$ cat config.mk
export PLATFORM = sky130hd
export DESIGN_NAME = fetch_queue_flat
export DESIGN_NICKNAME = d
export VERILOG_FILES = /design/src/rtl/fetch_queue_if.sv /design/src/rtl/fetch_queue.sv /design/src/flat_wrapper.sv
export SDC_FILE = /design/constraint.sdc
export NUM_CORES = 1
export LEC_CHECK = 0
export ABC_CLOCK_PERIOD_IN_PS = 12890
export CORE_UTILIZATION = 35
export DETAILED_ROUTE_END_ITERATION = 7
export HOLD_SLACK_MARGIN = 0.12
export PLACE_DENSITY = 0.53
export SYNTH_ARGS = -nofsm -noshare
export SYNTH_HDL_FRONTEND = slang
export SYNTH_SLANG_ARGS = --single-unit
$ cat constraint.sdc
create_clock -name clk -period 12.89 [get_ports clk]
set_input_delay 1.289 -clock clk [delete_from_list [all_inputs] [get_ports clk]]
set_output_delay 1.289 -clock clk [all_outputs]
set_load 0.005 [all_outputs]
$ cat src/rtl/fetch_queue_if.sv
// Dequeue handshake between the fetch queue and the ID stage.
// master = fetch queue (producer), slave = ID (consumer).
interface fetch_queue_if;
  logic        deq_valid;
  logic        deq_ready;
  logic [31:0] deq_inst;
  logic [31:0] deq_pc;

  modport master (
    output deq_valid,
    output deq_inst,
    output deq_pc,
    input  deq_ready
  );

  modport slave (
    input  deq_valid,
    input  deq_inst,
    input  deq_pc,
    output deq_ready
  );
endinterface

$ cat src/rtl/fetch_queue.sv
// Instruction prefetch queue: credit-based IM fetch, PC-tagged FIFO, flush redirect.
// Optional perf counters built only when FETCHQ_PERF_EN is defined.
module fetch_queue #(
  parameter int          DEPTH    = 4,
  parameter logic [31:0] RESET_PC = 32'h0
) (
  input  logic                   clk,
  input  logic                   rst,
  input  logic                   flush,
  input  logic [31:0]            redirect_pc,
  output logic                   im_cs,
  output logic                   im_oe,
  output logic [13:0]            im_addr,
  input  logic [31:0]            im_data,
  fetch_queue_if.master          deq,
  output logic [$clog2(DEPTH):0] count,
  output logic [31:0]            perf_empty_cnt,
  output logic [31:0]            perf_flush_cnt
);

  localparam int PW = $clog2(DEPTH);
  localparam int CW = PW + 1;

  logic [31:0]   fetch_pc;
  logic [31:0]   pend_pc;
  logic          pend;
  logic [PW-1:0] wr_ptr;
  logic [PW-1:0] rd_ptr;
  logic [31:0]   mem_inst [DEPTH];
  logic [31:0]   mem_pc   [DEPTH];
  logic [CW:0]   credit;
  logic          wr;
  logic          rd;

  // In-flight request holds a reserved slot, so a response never overflows
  assign credit  = {1'b0, count} + {{CW{1'b0}}, pend};
  assign im_cs   = !rst && !flush && (credit < (CW+1)'(DEPTH));
  assign im_oe   = im_cs;
  assign im_addr = fetch_pc[15:2];

  assign wr = pend && !flush;
  assign rd = deq.deq_valid && deq.deq_ready;

  assign deq.deq_valid = (count != '0) && !flush;
  assign deq.deq_inst  = mem_inst[rd_ptr];
  assign deq.deq_pc    = mem_pc[rd_ptr];

  always_ff @(posedge clk or posedge rst) begin
    if (rst) begin
      fetch_pc <= RESET_PC;
      pend_pc  <= '0;
      pend     <= 1'b0;
      wr_ptr   <= '0;
      rd_ptr   <= '0;
      count    <= '0;
    end else if (flush) begin
      fetch_pc <= redirect_pc;
      pend     <= 1'b0;
      wr_ptr   <= '0;
      rd_ptr   <= '0;
      count    <= '0;
    end else begin
      if (im_cs) begin
        pend_pc  <= fetch_pc;
        fetch_pc <= fetch_pc + 32'd4;
      end
      pend <= im_cs;
      if (wr) wr_ptr <= wr_ptr + PW'(1);
      if (rd) rd_ptr <= rd_ptr + PW'(1);
      count <= count + CW'(wr) - CW'(rd);
    end
  end

  always_ff @(posedge clk or posedge rst) begin
    if (rst) begin
      for (int i = 0; i < DEPTH; i++) begin
        mem_inst[i] <= '0;
        mem_pc[i]   <= '0;
      end
    end else if (wr) begin
      mem_inst[wr_ptr] <= im_data;
      mem_pc[wr_ptr]   <= pend_pc;
    end
  end

`ifdef FETCHQ_PERF_EN
  always_ff @(posedge clk or posedge rst) begin
    if (rst) begin
      perf_empty_cnt <= '0;
      perf_flush_cnt <= '0;
    end else begin
      if (deq.deq_ready && !deq.deq_valid && !flush &&
          perf_empty_cnt != 32'hFFFF_FFFF)
        perf_empty_cnt <= perf_empty_cnt + 32'd1;
      if (flush && perf_flush_cnt != 32'hFFFF_FFFF)
        perf_flush_cnt <= perf_flush_cnt + 32'd1;
    end
  end
`else
  assign perf_empty_cnt = 32'h0;
  assign perf_flush_cnt = 32'h0;
`endif

endmodule

$ cat src/flat_wrapper.sv
// flat-port wrapper written by rule: the top's interface ports become plain ports
module fetch_queue_flat 
#(
  parameter int          DEPTH    = 4,
  parameter logic [31:0] RESET_PC = 32'h0
)
  (clk, rst, flush, redirect_pc, im_cs, im_oe, im_addr, im_data, count, perf_empty_cnt, perf_flush_cnt, deq_deq_valid, deq_deq_inst, deq_deq_pc, deq_deq_ready);
  fetch_queue_if deq_i ();
  input  logic clk;
  input  logic rst;
  input  logic flush;
  input  logic [31:0] redirect_pc;
  output logic im_cs;
  output logic im_oe;
  output logic [13:0] im_addr;
  input  logic [31:0] im_data;
  output logic [$clog2(DEPTH):0] count;
  output logic [31:0] perf_empty_cnt;
  output logic [31:0] perf_flush_cnt;
  output wire logic [$bits(deq_i.deq_valid)-1:0] deq_deq_valid;
  output wire logic [$bits(deq_i.deq_inst)-1:0] deq_deq_inst;
  output wire logic [$bits(deq_i.deq_pc)-1:0] deq_deq_pc;
  input wire logic [$bits(deq_i.deq_ready)-1:0] deq_deq_ready;
  assign deq_deq_valid = deq_i.deq_valid;
  assign deq_deq_inst = deq_i.deq_inst;
  assign deq_deq_pc = deq_i.deq_pc;
  assign deq_i.deq_ready = deq_deq_ready;
  fetch_queue #(.DEPTH(DEPTH), .RESET_PC(RESET_PC)) u_core (.clk(clk), .rst(rst), .flush(flush), .redirect_pc(redirect_pc), .im_cs(im_cs), .im_oe(im_oe), .im_addr(im_addr), .im_data(im_data), .deq(deq_i), .count(count), .perf_empty_cnt(perf_empty_cnt), .perf_flush_cnt(perf_flush_cnt));
endmodule
Word level (Yosys, flattened, before mapping)
Cells that the tools add are included.
- register bits after elaboration: 328
- logic and storage cells: 58
- output and inout bits: 148
- reduce and logical (&&, ||, !) cells: 13
- mux-type cells: 18
- magnitude comparators: 4
- bitwise gates (word level): 3
- $add $sub $neg: 6
- operators with widths (kind ; count):
    bitwise mux 128 bit ; 2
    two-way mux 32 bit ; 7
    binary-select mux 32 bit (select 2 bit) ; 2
    demux 32 bit (select 2 bit) ; 1
    adder 32 x 3 -> 32 bit, second input constant ; 1
    two-way mux 2 bit ; 4
    greater-or-equal comparator 3 bit, second input constant ; 2
    logical AND 1 bit ; 6
    NOT 2 -> 3 bit ; 2
    nonzero test 2 bit ; 3
    adder 2 x 1 -> 2 bit, second input constant ; 2
    adder 3 x 1 -> 4 bit ; 1
    < comparator 4 x 3 -> 1 bit, second input constant ; 1
    adder 3 x 1 -> 3 bit ; 1
    < comparator 3 x 1 -> 1 bit, second input constant ; 1
    two-way mux 3 bit ; 1
    nonzero test 3 bit ; 1
    subtractor 3 x 1 -> 3 bit ; 1
    zero test 1 bit ; 2
    AND reduction 2 bit ; 1
    two-way mux 1 bit ; 1
    NOT 1 bit ; 1

Logic depth before layout (Yosys ltp)
Gate-level depths: netlist of run 1.
- word-level depth: 6
- depth in mapped cells: 11
- depth with buffers taken out: 10

Worst setup path after synthesis of run 1
Ideal clock, no wire load.
- path kind: in2out
- start point: input port flush
- end point: output port im_oe
- required time: 11601 ps
- stages: 7
- path buffers: 4
- arrival: 2597 ps
- setup slack: 9004 ps
- path through: buf_2 nor3_1 a22oi_1 buf_2 clkinv_1 clkbuf_1 buf_4
- word-level cells in the longest chain between the ends: 3
- ends and longest elaborated chain (item ; line ; source):
    from (decl) ; flat_wrapper.sv:11 ; input logic flush;
    zero test 1 bit ; fetch_queue.sv:37 ; assign im_cs = !rst && !flush && (credit < (CW+1)'(DEPTH));
    logical AND 1 bit (2 in a row) ; fetch_queue.sv:37 ;
    to (decl) ; flat_wrapper.sv:14 ; output logic im_oe;
No other way between the ends.

Worst setup path in the final report of run 1
- start point: input port rst
- end point: output port im_oe
- word-level cells in the longest chain between the ends: 3
- ends and longest elaborated chain (item ; line ; source):
    from (decl) ; flat_wrapper.sv:10 ; input logic rst;
    zero test 1 bit ; fetch_queue.sv:37 ;
    logical AND 1 bit (2 in a row) ; fetch_queue.sv:37 ;
No other way between the ends.

==> results_dict.tcl, run 1 <==
set metrics [dict create \
    clk_pin_slew_ns 0.06 \
    yosysTopAreaCellShare_pct 54.2 \
    synth_xor_area_share_pct 0.289 \
    path_max_fanout 62 \
    maxCapViolations 0 \
    drive_above_1_share_pct 32.5 \
    wl_per_cell_um 19.3 \
    cpPeakStageDelay_ns 0.67 \
    grt_pass1_wl_um 56500 \
    drc_errors 0 \
    synth_cell_types 44 \
    status "finished clean" \
    p_leak_nw 8.27 \
    io_pins 216 \
    cts_root_buffer "clkbuf_16" \
    syn_avg_cell_area_um2 13.7 \
    ir_worst_vdd_mv 0.100 \
    cts_resized 0 \
    max-slew-margin-rel_pct 31.3 \
    area_growth_pct 20.3 \
    ys_seq_area_share_pct 54.2 \
    hold_viol_final 0 \
    power_w 0.00368 \
    avgViaCountPerCell 5.02 \
    crit_required_ns 11.60 \
    grt_usage_pct 16.5 \
    setup_tns_ns 0 \
    synth_edf_count 0 \
    fmax_ghz 0.193 \
    grt_max_degree 113 \
    dp_hpwl_um 21300 \
    start_kind "primary input" \
    final.period_utilization_pct 40.2 \
    synth_common_cells "dfrtp_1 (328), mux2_2 (258), nand2_1 (131)" \
    skew_ns 0.0144 \
    fillers 3869 \
    async_flop_share_pct 100 \
    die_h_um 210 \
    holdBufCountCts 0 \
    p_per_area_mw_per_mm2 202 \
    synth_top_family_by_area "multiplexers" \
    cpLargestDelayFamily "buffers and inverters" \
    die_w_um 210 \
    cts-buffers-inserted 37 \
    fin_crit_ns 5.18 \
    critical_path.slowest_cell "clkdlybuf4s50_1" \
    synth-adder-area-share_pct 0.794 \
    critical_path_class "in2out" \
    drt_iter0_drc 441 \
    maxSlewViolCount 0 \
    cts.sinks 328 \
    synth_top_cell_by_area "dfrtp_1" \
    synth_most_common_cell "dfrtp_1" \
    postRouteAntennaNets 0 \
    synthMuxAreaShare_pct 29.0 \
    initial_core_util_pct 35.8 \
    critical_path_buf_inv_count 5 \
    fp.dieArea_mm2 0.0441 \
    syn_inst 1103 \
    io_buffer_count 151 \
    dpl-instance-area_mm2 0.0169 \
    yosys_warnings 0 \
    cp_data_arrival_time_ns 3.89 \
    cts_buffer_depth 3 \
    path_cells "clkdlybuf4s50_1, nor3_1, a22oi_2, buf_4, clkinv_1, buf_4, clkdlybuf4s50_1" \
    ys_seq_elements 328 \
    gp_congestion 0.762 \
    hp-class "reg2reg" \
    worstMarginPinSlew_ns 1.03 \
    nets 1308 \
    dr.pass1.iters 5 \
    overflow 0 \
    cts_tree "built" \
    seqCellArea_mm2 0.00822 \
    grt_setup_unrepaired "false" \
    cts_max_level 2 \
    netlist_top_cells_area "dfrtp_1 (54%), mux2_2 (19%), mux4_2 (9.5%)" \
    yosys.area_share.simple_pct 7.75 \
    totalWireLength_um 35400 \
    fp-row-count 75 \
    setup_violations 0 \
    grt_pass1_vias 9503 \
    antenna_found_initial 2 \
    synth_compound_area_share_pct 2.11 \
    syn_area_mm2 0.0151 \
    synth-main-ff-cell "dfrtp_1" \
    cts_setup_buffers 0 \
    multiInputGateArea_mm2 0.00633 \
    core_mm2 0.0423 \
    cp-end-kind "output port" \
    num_vias 9209 \
    stdcell_area_mm2 0.0182 \
    clock_latency_ns 0.55 \
]
[layout by cell type, fill, tap and decap left out, types with 3 or more instances in the layout]
cell               n
a31oi_1            4
and3_1             6
and4_1             7
buf_4             13
bufinv_16          3
clkbuf_1           7
clkbuf_16         39
clkbuf_8          12
clkdlybuf4s50_1  150
clkinv_2           3
conb_1            64
dfrtp_1          326
ha_1               8
inv_1              9
mux2_2           258
mux2i_1            5
mux4_2            64
nand2_1          127
nand2_4            4
nand3_1           23
nand4_1            8
nor2_1            13
nor2b_1           11
nor3_1             3
nor4_1             4
o211ai_1          10
o21ai_0            5
o311ai_0           8
o31ai_1            8
or3_1              6
or4_1             20
xnor2_1            3
[sequential cells by signal (all words and copies together), names as in the netlist]
name	cells
u_core.wr_ptr	2
u_core.mem_pc	128
u_core.rd_ptr	2
u_core.mem_inst	128
u_core.pend	1
u_core.fetch_pc	32
u_core.count	3
u_core.pend_pc	32
[metal layers]
metal / routed length (µm) / track usage (%) / part of all wire (%) / vias up
li1: - / - / - / 4141
met3: 1900 / 4.05 / 5.4 / 50
met5: 8 / 0 / 0.023 / -
met4: 579 / 4.00 / 1.6 / 2
met2: 16200 / 25.2 / 46 / 233
met1: 16700 / 23.7 / 47 / 4783
[final timing paths]
| check | startpoint | to | slack (ns) | cells past startpoint |
|---|---|---|---|---|
| min in group asynchronous | rst | u_core.count[2] | 1.43 | 2 |
| setup / recovery | rst | im_oe | 7.71 | 7 |
| hold reg to reg | u_core.fetch_pc[1] | u_core.pend_pc[1] | 0.46 | 2 |
| max in group asynchronous | rst | u_core.mem_pc[42] | 9.01 | 4 |
| setup reg to reg | u_core.pend | u_core.mem_pc[89] | 10.22 | 4 |
| hold / removal | u_core.fetch_pc[1] | u_core.pend_pc[1] | 0.46 | 2 |
[per-stage QoR]
stage               cells  setup slack [ns]  hold slack (ns)  util [%]
CTS                  1835              7.71            0.468      43.0
floorplan            1166              2.52            0.435         -
detailed placement   1769              7.71            0.455      40.0
finish               1836              7.71            0.463      43.0
global route         1835              7.53            0.507      43.0
global placement     1769              7.73            0.449      40.0
[tightest hold or removal path, cell delays in order (launching register included)]
cell	delay [ns]
dfrtp_1	0.34
nand2_1	0.05
nand2_1	0.04
[logic make-up after synthesis]
kind of cell    count (synthesis)
compound gates                 43
flops                         328
mux                           327
buf+inv                       149
fa+ha+maj                       9
other cells                     1
xor+xnor                        5
simple gates                  241
[final cells by class]
class | instances | share of cell area, %
Multi-Input combinational cell | 689 | 34.8
Sequential cell | 328 | 45.1
Tap cell | 577 | 3.96
Antenna cell | 1 | 0.0137
Clock inverter | 8 | 0.666
Timing Repair Buffer | 164 | 8.81
Inverter | 11 | 0.268
Clock buffer | 58 | 6.41
[report_power, final]
part	leakage [nW]	switching (W)	internal [W]
combinational	3.36	0.000373	0.000682
clock	0.634	0.000427	0.000682
sequential	4.27	0.000203	0.00131
Note: power is estimated with default switching activity, not from simulation.
==> run 2: changes to the inputs <==
ABC_CLOCK_PERIOD_IN_PS = 5200   (was 12890)
clock period = 5.2 ns   (was 12.89 ns; I/O delays follow)
==> run 2 against run 1 <==
Against the previous run: sequential share of layout area up 0.081 points; worst hold slack worse by 0.089 ns; design area down 0.18%; combinational power up 150%; die area unchanged; clock power up 140%; clock skew about the same; register-to-register slack worse by 7.9 ns; global-route usage up 0.29 points; utilization down 0.077 points; setup slack worse by 6.1 ns; final cell count about the same; critical endpoint is now deq_deq_pc[21]; largest cell class unchanged.
==> results_dict.tcl, run 2 (synthesis results as in run 1) <==
set metrics [dict create \
    regToRegEndpoint "u_core.mem_pc[73]" \
    dpl_worst_slack_ns 1.88 \
    diodes 0 \
    overflow 0 \
    cts_setup_buffers 0 \
    crit_required_ns 4.68 \
    core_mm2 0.0423 \
    path_max_fanout 38 \
    grt_max_degree 149 \
    final.period_utilization_pct 68.4 \
    top_regs "u_core.mem_inst x128, u_core.mem_pc x128" \
    maxSlewViolCount 0 \
    wl_per_cell_um 19.5 \
    final_core_util_pct 43.0 \
    clock_latency_ns 0.55 \
    power_w 0.00901 \
    cp-end-kind "output port" \
    die_w_um 210 \
    cts-buffers-inserted 38 \
    drt_iter0_drc 463 \
    dr.pass1.iters 5 \
    io_pins 216 \
    fin_crit_ns 3.56 \
    initial_core_util_pct 35.8 \
    cts_tree "built" \
    hold_viol_final 0 \
    cts_buffer_depth 3 \
    antenna_found_initial 1 \
    internal-power_w 0.00651 \
    share_seq_of_total_power_pct 42.3 \
    die_h_um 210 \
    fmax_ghz 0.281 \
    ir_worst_vdd_mv 0.207 \
    drive_above_1_share_pct 32.5 \
    holdBufCountCts 0 \
    cp_data_arrival_time_ns 3.04 \
    setup_violations 0 \
    switching_share_pct 27.7 \
    p_leak_nw 8.26 \
    num_vias 9148 \
    p_per_area_mw_per_mm2 495 \
    worstMarginPinSlew_ns 1.04 \
    area_growth_pct 20.1 \
    hp-class "in2async" \
    maxCapViolations 0 \
    fp-row-count 75 \
    start_kind "flip-flop" \
    nets 1311 \
    combPwrFrac_pct 28.8 \
    layout_commonest_cell "dfrtp_1" \
    crit_start "u_core.rd_ptr[0]" \
    worst_slack_ns 1.64 \
    max-slew-margin-rel_pct 30.7 \
    setup_tns_ns 0 \
    critical_path_class "reg2out" \
    skew_ns 0.0141 \
    drc_errors 0 \
    cts_max_level 2 \
    layout_common_cells "dfrtp_1 (326), mux2_2 (258), clkdlybuf4s50_1 (150), nand2_1 (127)" \
    power.share.clock_pct 28.9 \
    reg2reg_slack_ns 2.34 \
    grt_pass1_vias 9699 \
    grt_pass1_wl_um 57300 \
    status "finished clean" \
    clk_pin_slew_ns 0.05 \
    avgViaCountPerCell 4.98 \
    cts.sinks 328 \
    reg2regPathDepth 4 \
    dp_hpwl_um 21400 \
    totalWireLength_um 35800 \
    fp.dieArea_mm2 0.0441 \
    grt_usage_pct 16.8 \
    power.net_switching_w 0.00249 \
    cts_root_buffer "clkbuf_16" \
    grt_setup_unrepaired "false" \
    gp_congestion 0.743 \
    fillers 3900 \
    postRouteAntennaNets 0 \
    cts_resized 0 \
    io_buffer_count 151 \
    timing.rr.start "u_core.pend" \
]
[run 2: cell types whose count changed in the layout (fill, tap and decap cells not counted), moves of 2 or more]
cell / delta
buf_12: +2
bufinv_16: -3
clkbuf_16: +2
clkbuf_8: -3
clkinv_2: +4
[run 2: how the worst max path moves through the flow]
stage,to,slack [ns],cells after the start
after floorplan,u_core.count[0],0.30,1
after detailed placement,im_oe,1.88,6
final,deq_deq_pc[21],1.64,3
after CTS,deq_deq_pc[27],1.52,3
after global routing,deq_deq_pc[21],1.43,3
after global placement,im_oe,1.87,6
[run 2: power by group through the flow]
stage | sequential (W) | combinational [W] | clock [W]
after floorplan | 0.00359 | 0.00162 | 0
after global placement | 0.00384 | 0.00260 | 0
after detailed placement | 0.00387 | 0.00264 | 0
after CTS | 0.00382 | 0.00265 | 0.00270
after global routing | 0.00394 | 0.00283 | 0.00280
final | 0.00381 | 0.00259 | 0.00261
[run 2: worst max-delay path, cell delays in order (launching register included)]
cell	delay [ns]
dfrtp_4	1.01
buf_4	0.42
mux4_2	0.57
clkdlybuf4s50_1	0.47
[run 2: cell type report]
class | count | area (µm²) | area share, %
inverter | 11 | 45.0 | 0.248
multi-input combinational | 689 | 6330 | 34.8
clock buffer | 58 | 1180 | 6.49
timing repair buffer | 166 | 1640 | 9.04
clock inverter | 8 | 42.5 | 0.234
sequential | 328 | 8220 | 45.2
tap | 577 | 722 | 3.97
[run 2: metrics by stage]
stage          cell area (µm²)  cells  hold WS [ns]
6_report                 18200   1837         0.374
5_1_grt                  18200   1837         0.380
4_1_cts                  18200   1837         0.335
3_5_place_dp             17000   1771         0.484
3_3_place_gp             17000   1771         0.475
2_1_floorplan            15400   1166         0.435
[run 2: per-layer routing]
layer | vias to the layer above | global-route usage, % | wire [µm]
met5 | - | 0 | 13
met4 | 2 | 4.98 | 641
met1 | 4736 | 23.6 | 16700
li1 | 4134 | - | -
met2 | 227 | 26.2 | 16600
met3 | 49 | 3.47 | 1880
